## src/rtl/multichannel_fifobram_pkg.sv

```systemverilog
// Shared types and helpers for the multi-channel FIFO that sits on one BRAM.
// Optional error flags are enabled with MULTICHANNEL_FIFOBRAM_ERRCHECK_EN (see top).
package multichannel_fifobram_pkg;

   localparam int DEFAULT_ALMOSTFULL_MARGIN = 4;
   localparam int STATUS_COUNT_W            = 16;

   // count is held wider than any practical depth; the top exports the low LOG2_DEPTH+1 bits
   typedef struct packed {
      logic                      empty;
      logic                      almostfull;
      logic [STATUS_COUNT_W-1:0] count;
   } multififo_status_t;

   function automatic int count_lsb(input int channel, input int log2_depth);
      return channel * (log2_depth + 1);
   endfunction

endpackage

```

## src/rtl/multichannel_fifobram_if.sv

```systemverilog
// Write/read/status bundle of the multi-channel BRAM FIFO.
// Sticky error outputs exist only when MULTICHANNEL_FIFOBRAM_ERRCHECK_EN is defined.
interface multichannel_fifobram_if #(
   parameter int WIDTH         = 32,
   parameter int LOG2_DEPTH    = 5,
   parameter int LOG2_CHANNELS = 2
);
   localparam int NUM_CHANNELS = 1 << LOG2_CHANNELS;

   logic                                  we;
   logic [LOG2_CHANNELS-1:0]              wchannel;
   logic [WIDTH-1:0]                      wdata;
   logic                                  re;
   logic [LOG2_CHANNELS-1:0]              rchannel;
   logic [WIDTH-1:0]                      rdata;
   logic                                  rvalid;
   logic [LOG2_CHANNELS-1:0]              rvalid_channel;
   logic [NUM_CHANNELS-1:0]               almostfull;
   logic [NUM_CHANNELS-1:0]               empty;
   logic [NUM_CHANNELS*(LOG2_DEPTH+1)-1:0] count;
`ifdef MULTICHANNEL_FIFOBRAM_ERRCHECK_EN
   logic [NUM_CHANNELS-1:0]               overflow_err;
   logic [NUM_CHANNELS-1:0]               underflow_err;
`endif

   modport master (
      output we, wchannel, wdata, re, rchannel,
      input  rdata, rvalid, rvalid_channel, almostfull, empty, count
`ifdef MULTICHANNEL_FIFOBRAM_ERRCHECK_EN
      , input overflow_err, underflow_err
`endif
   );

   modport slave (
      input  we, wchannel, wdata, re, rchannel,
      output rdata, rvalid, rvalid_channel, almostfull, empty, count
`ifdef MULTICHANNEL_FIFOBRAM_ERRCHECK_EN
      , output overflow_err, underflow_err
`endif
   );

endinterface

```

## src/rtl/multichannel_fifobram_bram.sv

```systemverilog
// Simple dual-port RAM: one write port, one registered read port (1-cycle latency).
// Contents are deliberately not reset so it maps onto block RAM.
module simple_dual_port_bram #(
   parameter int WIDTH      = 32,
   parameter int LOG2_DEPTH = 7
) (
   input  logic                  clk,
   input  logic                  we,
   input  logic [LOG2_DEPTH-1:0] waddr,
   input  logic [WIDTH-1:0]      wdata,
   input  logic                  re,
   input  logic [LOG2_DEPTH-1:0] raddr,
   output logic [WIDTH-1:0]      rdata
);
   logic [WIDTH-1:0] mem [1 << LOG2_DEPTH];

   always_ff @(posedge clk) begin
      if (we) mem[waddr] <= wdata;
   end

   always_ff @(posedge clk) begin
      if (re) rdata <= mem[raddr];
   end

endmodule

```

## src/rtl/multichannel_fifobram.sv

```systemverilog
// N-channel FIFO sharing one BRAM; each channel owns a 2**LOG2_DEPTH region addressed {channel, ptr}.
// Define MULTICHANNEL_FIFOBRAM_ERRCHECK_EN to add sticky per-channel overflow/underflow flags.
module multichannel_fifobram
   import multichannel_fifobram_pkg::*;
#(
   parameter int WIDTH             = 32,
   parameter int LOG2_DEPTH        = 5,
   parameter int LOG2_CHANNELS     = 2,
   parameter int ALMOSTFULL_MARGIN = DEFAULT_ALMOSTFULL_MARGIN
) (
   input logic                    clk,
   input logic                    resetn,
   multichannel_fifobram_if.slave bus
);
   localparam int NUM_CHANNELS = 1 << LOG2_CHANNELS;
   localparam int DEPTH        = 1 << LOG2_DEPTH;
   localparam int AW           = LOG2_CHANNELS + LOG2_DEPTH;
   localparam int CW           = LOG2_DEPTH + 1;
   localparam logic [STATUS_COUNT_W-1:0] FULL_LEVEL = STATUS_COUNT_W'(DEPTH);
   localparam logic [STATUS_COUNT_W-1:0] AF_LEVEL   = STATUS_COUNT_W'(DEPTH - ALMOSTFULL_MARGIN);

   logic [LOG2_DEPTH-1:0]      wptr_q [NUM_CHANNELS];
   logic [LOG2_DEPTH-1:0]      rptr_q [NUM_CHANNELS];
   multififo_status_t          status_q [NUM_CHANNELS];
   multififo_status_t          status_d [NUM_CHANNELS];
   logic                       wr_ok;
   logic                       rd_ok;
   logic                       rvalid_q;
   logic [LOG2_CHANNELS-1:0]   rch_q;
   logic [WIDTH-1:0]           bram_rdata;
   logic [NUM_CHANNELS*CW-1:0] count_flat;
   logic [NUM_CHANNELS-1:0]    empty_v;
   logic [NUM_CHANNELS-1:0]    af_v;

   // Acceptance uses pre-update counts, so one address is never read and written in the same cycle
   assign wr_ok = bus.we && (status_q[bus.wchannel].count != FULL_LEVEL);
   assign rd_ok = bus.re && (status_q[bus.rchannel].count != '0);

   always_comb begin
      for (int i = 0; i < NUM_CHANNELS; i++) begin
         status_d[i] = status_q[i];
         if (wr_ok && bus.wchannel == LOG2_CHANNELS'(i))
            status_d[i].count = status_d[i].count + 1'b1;
         if (rd_ok && bus.rchannel == LOG2_CHANNELS'(i))
            status_d[i].count = status_d[i].count - 1'b1;
         status_d[i].empty      = (status_d[i].count == '0);
         status_d[i].almostfull = (status_d[i].count >= AF_LEVEL);
      end
   end

   always_ff @(posedge clk or negedge resetn) begin
      if (!resetn) begin
         for (int i = 0; i < NUM_CHANNELS; i++) begin
            wptr_q[i]   <= '0;
            rptr_q[i]   <= '0;
            status_q[i] <= '{empty: 1'b1, almostfull: 1'b0, count: '0};
         end
         rvalid_q <= 1'b0;
         rch_q    <= '0;
      end else begin
         if (wr_ok) wptr_q[bus.wchannel] <= wptr_q[bus.wchannel] + 1'b1;
         if (rd_ok) begin
            rptr_q[bus.rchannel] <= rptr_q[bus.rchannel] + 1'b1;
            rch_q                <= bus.rchannel;
         end
         rvalid_q <= rd_ok;
         for (int i = 0; i < NUM_CHANNELS; i++) status_q[i] <= status_d[i];
      end
   end

   simple_dual_port_bram #(.WIDTH(WIDTH), .LOG2_DEPTH(AW)) u_bram (
      .clk   (clk),
      .we    (wr_ok),
      .waddr ({bus.wchannel, wptr_q[bus.wchannel]}),
      .wdata (bus.wdata),
      .re    (rd_ok),
      .raddr ({bus.rchannel, rptr_q[bus.rchannel]}),
      .rdata (bram_rdata)
   );

   always_comb begin
      count_flat = '0;
      empty_v    = '0;
      af_v       = '0;
      for (int i = 0; i < NUM_CHANNELS; i++) begin
         count_flat[count_lsb(i, LOG2_DEPTH) +: CW] = status_q[i].count[CW-1:0];
         empty_v[i] = status_q[i].empty;
         af_v[i]    = status_q[i].almostfull;
      end
   end

   assign bus.count          = count_flat;
   assign bus.empty          = empty_v;
   assign bus.almostfull     = af_v;
   assign bus.rvalid         = rvalid_q;
   assign bus.rvalid_channel = rch_q;
   // BRAM output register is not reset; gating keeps rdata at zero outside valid cycles
   assign bus.rdata          = rvalid_q ? bram_rdata : '0;

`ifdef MULTICHANNEL_FIFOBRAM_ERRCHECK_EN
   logic [NUM_CHANNELS-1:0] ovf_q;
   logic [NUM_CHANNELS-1:0] unf_q;

   always_ff @(posedge clk or negedge resetn) begin
      if (!resetn) begin
         ovf_q <= '0;
         unf_q <= '0;
      end else begin
         if (bus.we && !wr_ok) ovf_q[bus.wchannel] <= 1'b1;
         if (bus.re && !rd_ok) unf_q[bus.rchannel] <= 1'b1;
      end
   end

   assign bus.overflow_err  = ovf_q;
   assign bus.underflow_err = unf_q;
`endif

endmodule

```

## src/flat_wrapper.sv

```systemverilog
// flat-port wrapper written by rule: the top's interface ports become plain ports
module multichannel_fifobram_flat import multichannel_fifobram_pkg::*;
#(
   parameter int WIDTH             = 32,
   parameter int LOG2_DEPTH        = 5,
   parameter int LOG2_CHANNELS     = 2,
   parameter int ALMOSTFULL_MARGIN = DEFAULT_ALMOSTFULL_MARGIN
)
  (clk, resetn, bus_we, bus_wchannel, bus_wdata, bus_re, bus_rchannel, bus_rdata, bus_rvalid, bus_rvalid_channel, bus_almostfull, bus_empty, bus_count);
  multichannel_fifobram_if #(.WIDTH(WIDTH), .LOG2_DEPTH(LOG2_DEPTH), .LOG2_CHANNELS(LOG2_CHANNELS)) bus_i ();
  input logic clk;
  input logic resetn;
  input wire logic [$bits(bus_i.we)-1:0] bus_we;
  input wire logic [$bits(bus_i.wchannel)-1:0] bus_wchannel;
  input wire logic [$bits(bus_i.wdata)-1:0] bus_wdata;
  input wire logic [$bits(bus_i.re)-1:0] bus_re;
  input wire logic [$bits(bus_i.rchannel)-1:0] bus_rchannel;
  output wire logic [$bits(bus_i.rdata)-1:0] bus_rdata;
  output wire logic [$bits(bus_i.rvalid)-1:0] bus_rvalid;
  output wire logic [$bits(bus_i.rvalid_channel)-1:0] bus_rvalid_channel;
  output wire logic [$bits(bus_i.almostfull)-1:0] bus_almostfull;
  output wire logic [$bits(bus_i.empty)-1:0] bus_empty;
  output wire logic [$bits(bus_i.count)-1:0] bus_count;
  assign bus_i.we = bus_we;
  assign bus_i.wchannel = bus_wchannel;
  assign bus_i.wdata = bus_wdata;
  assign bus_i.re = bus_re;
  assign bus_i.rchannel = bus_rchannel;
  assign bus_rdata = bus_i.rdata;
  assign bus_rvalid = bus_i.rvalid;
  assign bus_rvalid_channel = bus_i.rvalid_channel;
  assign bus_almostfull = bus_i.almostfull;
  assign bus_empty = bus_i.empty;
  assign bus_count = bus_i.count;
  multichannel_fifobram #(.WIDTH(WIDTH), .LOG2_DEPTH(LOG2_DEPTH), .LOG2_CHANNELS(LOG2_CHANNELS), .ALMOSTFULL_MARGIN(ALMOSTFULL_MARGIN)) u_core (.clk(clk), .resetn(resetn), .bus(bus_i));
endmodule
```

## config.mk

```make
export PLATFORM = sky130hd
export DESIGN_NAME = multichannel_fifobram_flat
export DESIGN_NICKNAME = d
export VERILOG_FILES = /design/src/rtl/multichannel_fifobram_pkg.sv /design/src/rtl/multichannel_fifobram_if.sv /design/src/rtl/multichannel_fifobram_bram.sv /design/src/rtl/multichannel_fifobram.sv /design/src/flat_wrapper.sv
export SDC_FILE = /design/constraint.sdc
export NUM_CORES = 2
export LEC_CHECK = 0
export BUFFER_PORTS_ARGS = -buffer_cell sky130_fd_sc_hd__clkbuf_2
export CORE_ASPECT_RATIO = 0.5
export CORE_MARGIN = 2
export CORE_UTILIZATION = 55
export DETAILED_ROUTE_END_ITERATION = 10
export PLACE_DENSITY = 0.8
export SLEW_MARGIN = 20
export SYNTH_ARGS = -nofsm -noshare
export SYNTH_HDL_FRONTEND = slang
export SYNTH_SLANG_ARGS = --single-unit
```

## constraint.sdc

```tcl
create_clock -name clk -period 4.3 [get_ports clk]
set_clock_uncertainty 0.1 [all_clocks]
set_input_delay 0.215 -clock clk [delete_from_list [all_inputs] [get_ports clk]]
set_output_delay 0.215 -clock clk [all_outputs]
set_load 0.02 [all_outputs]
```

==> run metrics <==
starting utilization of the core area=a little under three fifths; worst setup slack before clock tree synthesis=-0.588 ns; number of I/O port buffers=106; via count of the first global-routing pass=106000; data arrival time of the critical path=4.99 ns; classification of the worst-slack hold path=input pin to flip-flop; Layout Nets=between 10000 and 15000; proportion of total power due to net switching=33.5%; FF-to-FF Start=u_core.rptr_q[16]$_DFFE_PN0P_; Synth area leaders=sky130_fd_sc_hd__edfxtp_1, sky130_fd_sc_hd__mux4_2, sky130_fd_sc_hd__nand2_1, sky130_fd_sc_hd__a21oi_1, sky130_fd_sc_hd__a2111oi_0; total number of H-tree levels=5; headroom to the max-slew limit=11.3%; Synth top area share=73.7%; net count of the mapped netlist=roughly 11000; final routed wire length divided by cell count=approximately 33 um; static leakage power=62.4 nW; status=finished with violations; Worst path top cell family by delay=simple AND/OR/NAND/NOR gates; transition at the pin with the smallest max-transition slack=1.32 ns; maximum number of pins on one net before global-route repair=131; Final Cycle Share=103%; total power divided by cell area=589 nW/um^2; worst skew pair latency=0.97 ns; Post-DP HPWL=296 mm; core region area=304000 um^2; Yosys cell types=93; max-cap check violation count=0; power share of the clock group=28.7%; routed via count divided by cell count=6.91; CTS root buf=sky130_fd_sc_hd__clkbuf_16; total net switching power=0.0381 W; die outline width=about 790 um; minimum setup slack among reg-to-reg paths=-0.12 ns; Req. time, crit path=4.87 ns; Critical Path End Type=flip-flop; Slowest-stage cell, CP=sky130_fd_sc_hd__mux4_4; CP peak stage delay=a little over 0.8 ns; Post-Route Setup TNS=-0.355 ns; Stages on worst setup path=11; number of buffers between clock root and the deepest sink=4; Final setup violation count=5; part of the total power dissipated in combinational logic=29.8%; Main synth FF type=sky130_fd_sc_hd__edfxtp_1; fin worst setup slack=-0.116 ns; Slew Viols, Final=0; Power Internal=0.0755 W; cell area after synthesis=between 150000 and 200000 um^2; Routed Wire Length=514 mm; timing endpoint of the critical path=u_core.u_bram.rdata[1]$_DFFE_PP_; Achievable Freq=approximately 0.23 GHz; sequential element share of the synthesized area=between 70% and 80%; count of buffer and inverter cells on the critical path=4; cell breakdown of the critical path=mux4_4, nand2_4, buf_12, buf_12, buf_4, a21oi_1, a2111oi_0, nor3_1, nor3_1, buf_4, nor4_1; number of warnings reported in the yosys synthesis log=0; Num CTS Buffers=361; detailed-route via count=108000; clock edge transition at the registers on the reported setup and hold paths=0.07 ns; Peak supply drop=0.399 mV; number of antenna violations at the first check in global routing=37; fraction of layout cells with a size suffix above 1=between 10% and 20%; leading area contributor after synthesis=sky130_fd_sc_hd__edfxtp_1; failing checks=setup timing; Final Util=between 60% and 70%; worst hold margin=0.0838 ns; Iteration-0 DRC Markers=roughly 21000; final worst path period need=4.42 ns; first-pass GRT wire length=~730 mm; async set-reset flop share out of synthesis=2.71%; cell area after placement=181000 um^2; Synth top cells by count=sky130_fd_sc_hd__edfxtp_1, sky130_fd_sc_hd__nand2_1, sky130_fd_sc_hd__a21oi_1; CTS sink count=roughly 4200; count of boundary I/O pins=107; setup repair after global routing missed its margin=yes; Cells after Synth=10800; EDFF count, synth=4128; Avg Cell Area, Syn=15.6 um^2; register bit total from synthesis=about 4200; critical path class=flip-flop to flip-flop; routability-driven placement congestion ratio=0.907; die outline height=395 um; cell with the most instances after synthesis=sky130_fd_sc_hd__edfxtp_1; Crit. Startpoint=u_core.rptr_q[16]$_DFFE_PN0P_; Final Hold Viols=0; part of the total power dissipated in sequential elements=41.5%; die area=311000 um^2; area delta synth->final=14.7%; endpoint of the worst register-to-register path=u_core.u_bram.rdata[1]$_DFFE_PP_; GR Util All Layers=32.4%; remaining global-route overflow=0; total number of placement rows=143; DR pass1 iterations=9; total non-filler cell area in the finished layout=roughly 190000 um^2; CTS tree=yes; maximum fanout encountered on the critical timing path=49; antenna violation net count after detailed routing=0; Startpoint Class=flip-flop; number of cells on the worst reg-to-reg path=11; post-route DRC violation count=0
-- worst min-delay path, stage by stage --
cell and delay [ns]:
sky130_fd_sc_hd__clkbuf_2 0.24, sky130_fd_sc_hd__buf_4 0.30, sky130_fd_sc_hd__mux2_2 0.28
-- routing by layer --
metal  vias to the layer above  share of wire [%]  wire length, um  global-route usage [%]
met2                     10300                 44           227000                    48.2
met1                     53300                 32           167000                    42.3
li1                      43000                  -                -                       -
met4                        34                5.9            30300                    16.2
met5                         -               0.10              513                   0.462
met3                      1745                 18            90200                    12.1
-- cells by family (layout without fill, tap and decap cells) --
group                    count (synthesis)  in the layout  synth area share (%)
XOR/XNOR                               123            123                 0.640
other                                    0             11                     0
flip-flops                            4243           4243                  75.4
multiplexers                           609            609                  6.27
AND/OR/NAND/NOR                       3021           3021                  7.89
buffers and inverters                  767           1592                  1.88
AO/OA/AOI/OAI                         1998           1998                  7.85
adder cells (fa/ha/maj)                 10             10                0.0744
-- worst min-delay path by stage --
stage	start	endpoint	slack (ns)	depth (start not counted)
after floorplan	resetn	u_core.bus.almostfull[0]$_DFF_PN0_	-0.18	0
after global placement	resetn	u_core.status_q[62]$_DFF_PN0_	0.34	1
after detailed placement	resetn	u_core.status_q[61]$_DFF_PN0_	0.35	1
after CTS	bus_rchannel[0]	u_core.bus.rvalid_channel[0]$_DFFE_PN0P_	0.05	3
after global routing	bus_rchannel[0]	u_core.bus.rvalid_channel[0]$_DFFE_PN0P_	0.11	3
final	bus_rchannel[0]	u_core.bus.rvalid_channel[0]$_DFFE_PN0P_	0.08	3
-- power groups by stage --
stage          combinational (W)  clock [W]  sequential [W]
4_1_cts                   0.0324     0.0325          0.0471
2_1_floorplan             0.0177          0          0.0477
5_1_grt                   0.0349     0.0340          0.0472
3_3_place_gp              0.0310          0          0.0480
6_report                  0.0338     0.0326          0.0472
3_5_place_dp              0.0317          0          0.0480
-- metrics by stage --
step | power (W) | instances
4_1_cts | 0.112 | 15600
6_report | 0.114 | 15700
3_3_place_gp | 0.0790 | 15000
2_1_floorplan | 0.0654 | 10800
5_1_grt | 0.116 | 15700
3_5_place_dp | 0.0798 | 15000
-- state kept, by name, indices dropped and copies added, names as in the netlist --
name and flops:
u_core.wptr_q 20, u_core.bus.count 24, u_core.rptr_q 20, u_core.bus.rvalid_channel 2, u_core.bus.rvalid 1, u_core.u_bram.rdata 32
u_core.bus.almostfull 4, u_core.u_bram.mem 4096, u_core.bus.empty 4, u_core.status_q 40
-- timing repair --
action / CTS / global route
resized for setup: 21 / 35
endpoints found under the hold margin: 2007 / 0
setup buffers: 0 / 5
hold buffers: 39 / 0
pin swaps: 1 / 4
endpoints found under the setup margin: 13 / 23
-- cell usage in the layout (no fill, tap or decap), types with 74 or more instances in the layout --
cell type                   count
sky130_fd_sc_hd__edfxtp_1    4128
sky130_fd_sc_hd__nand2_1     1932
sky130_fd_sc_hd__a21oi_1      774
sky130_fd_sc_hd__buf_4        588
sky130_fd_sc_hd__clkbuf_16    366
sky130_fd_sc_hd__mux4_2       354
sky130_fd_sc_hd__a2111oi_0    319
sky130_fd_sc_hd__nor3_1       283
sky130_fd_sc_hd__a211oi_1     266
sky130_fd_sc_hd__a31oi_1      254
sky130_fd_sc_hd__mux2i_1      237
sky130_fd_sc_hd__and2_1       234
sky130_fd_sc_hd__buf_12       234
sky130_fd_sc_hd__nor2_4       132
sky130_fd_sc_hd__dfrtp_1      110
sky130_fd_sc_hd__o221ai_1     101
sky130_fd_sc_hd__nor2_1        97
sky130_fd_sc_hd__xnor2_1       87
sky130_fd_sc_hd__clkbuf_1      76
sky130_fd_sc_hd__o21ai_0       74
-- layout make-up --
| cell class | instances | area (um^2) |
|---|---|---|
| diodes | 11 | 27.5 |
| clock buffers | 442 | 9440 |
| clock inverters | 194 | 1920 |
| fillers | 19300 | 111000 |
| inverters | 17 | 71.3 |
| multi-input cells | 5761 | 39700 |
| flip-flops and latches | 4243 | 127000 |
| well taps | 4060 | 5080 |
| repair buffers | 939 | 9940 |
(Power assumes the default switching activity.)
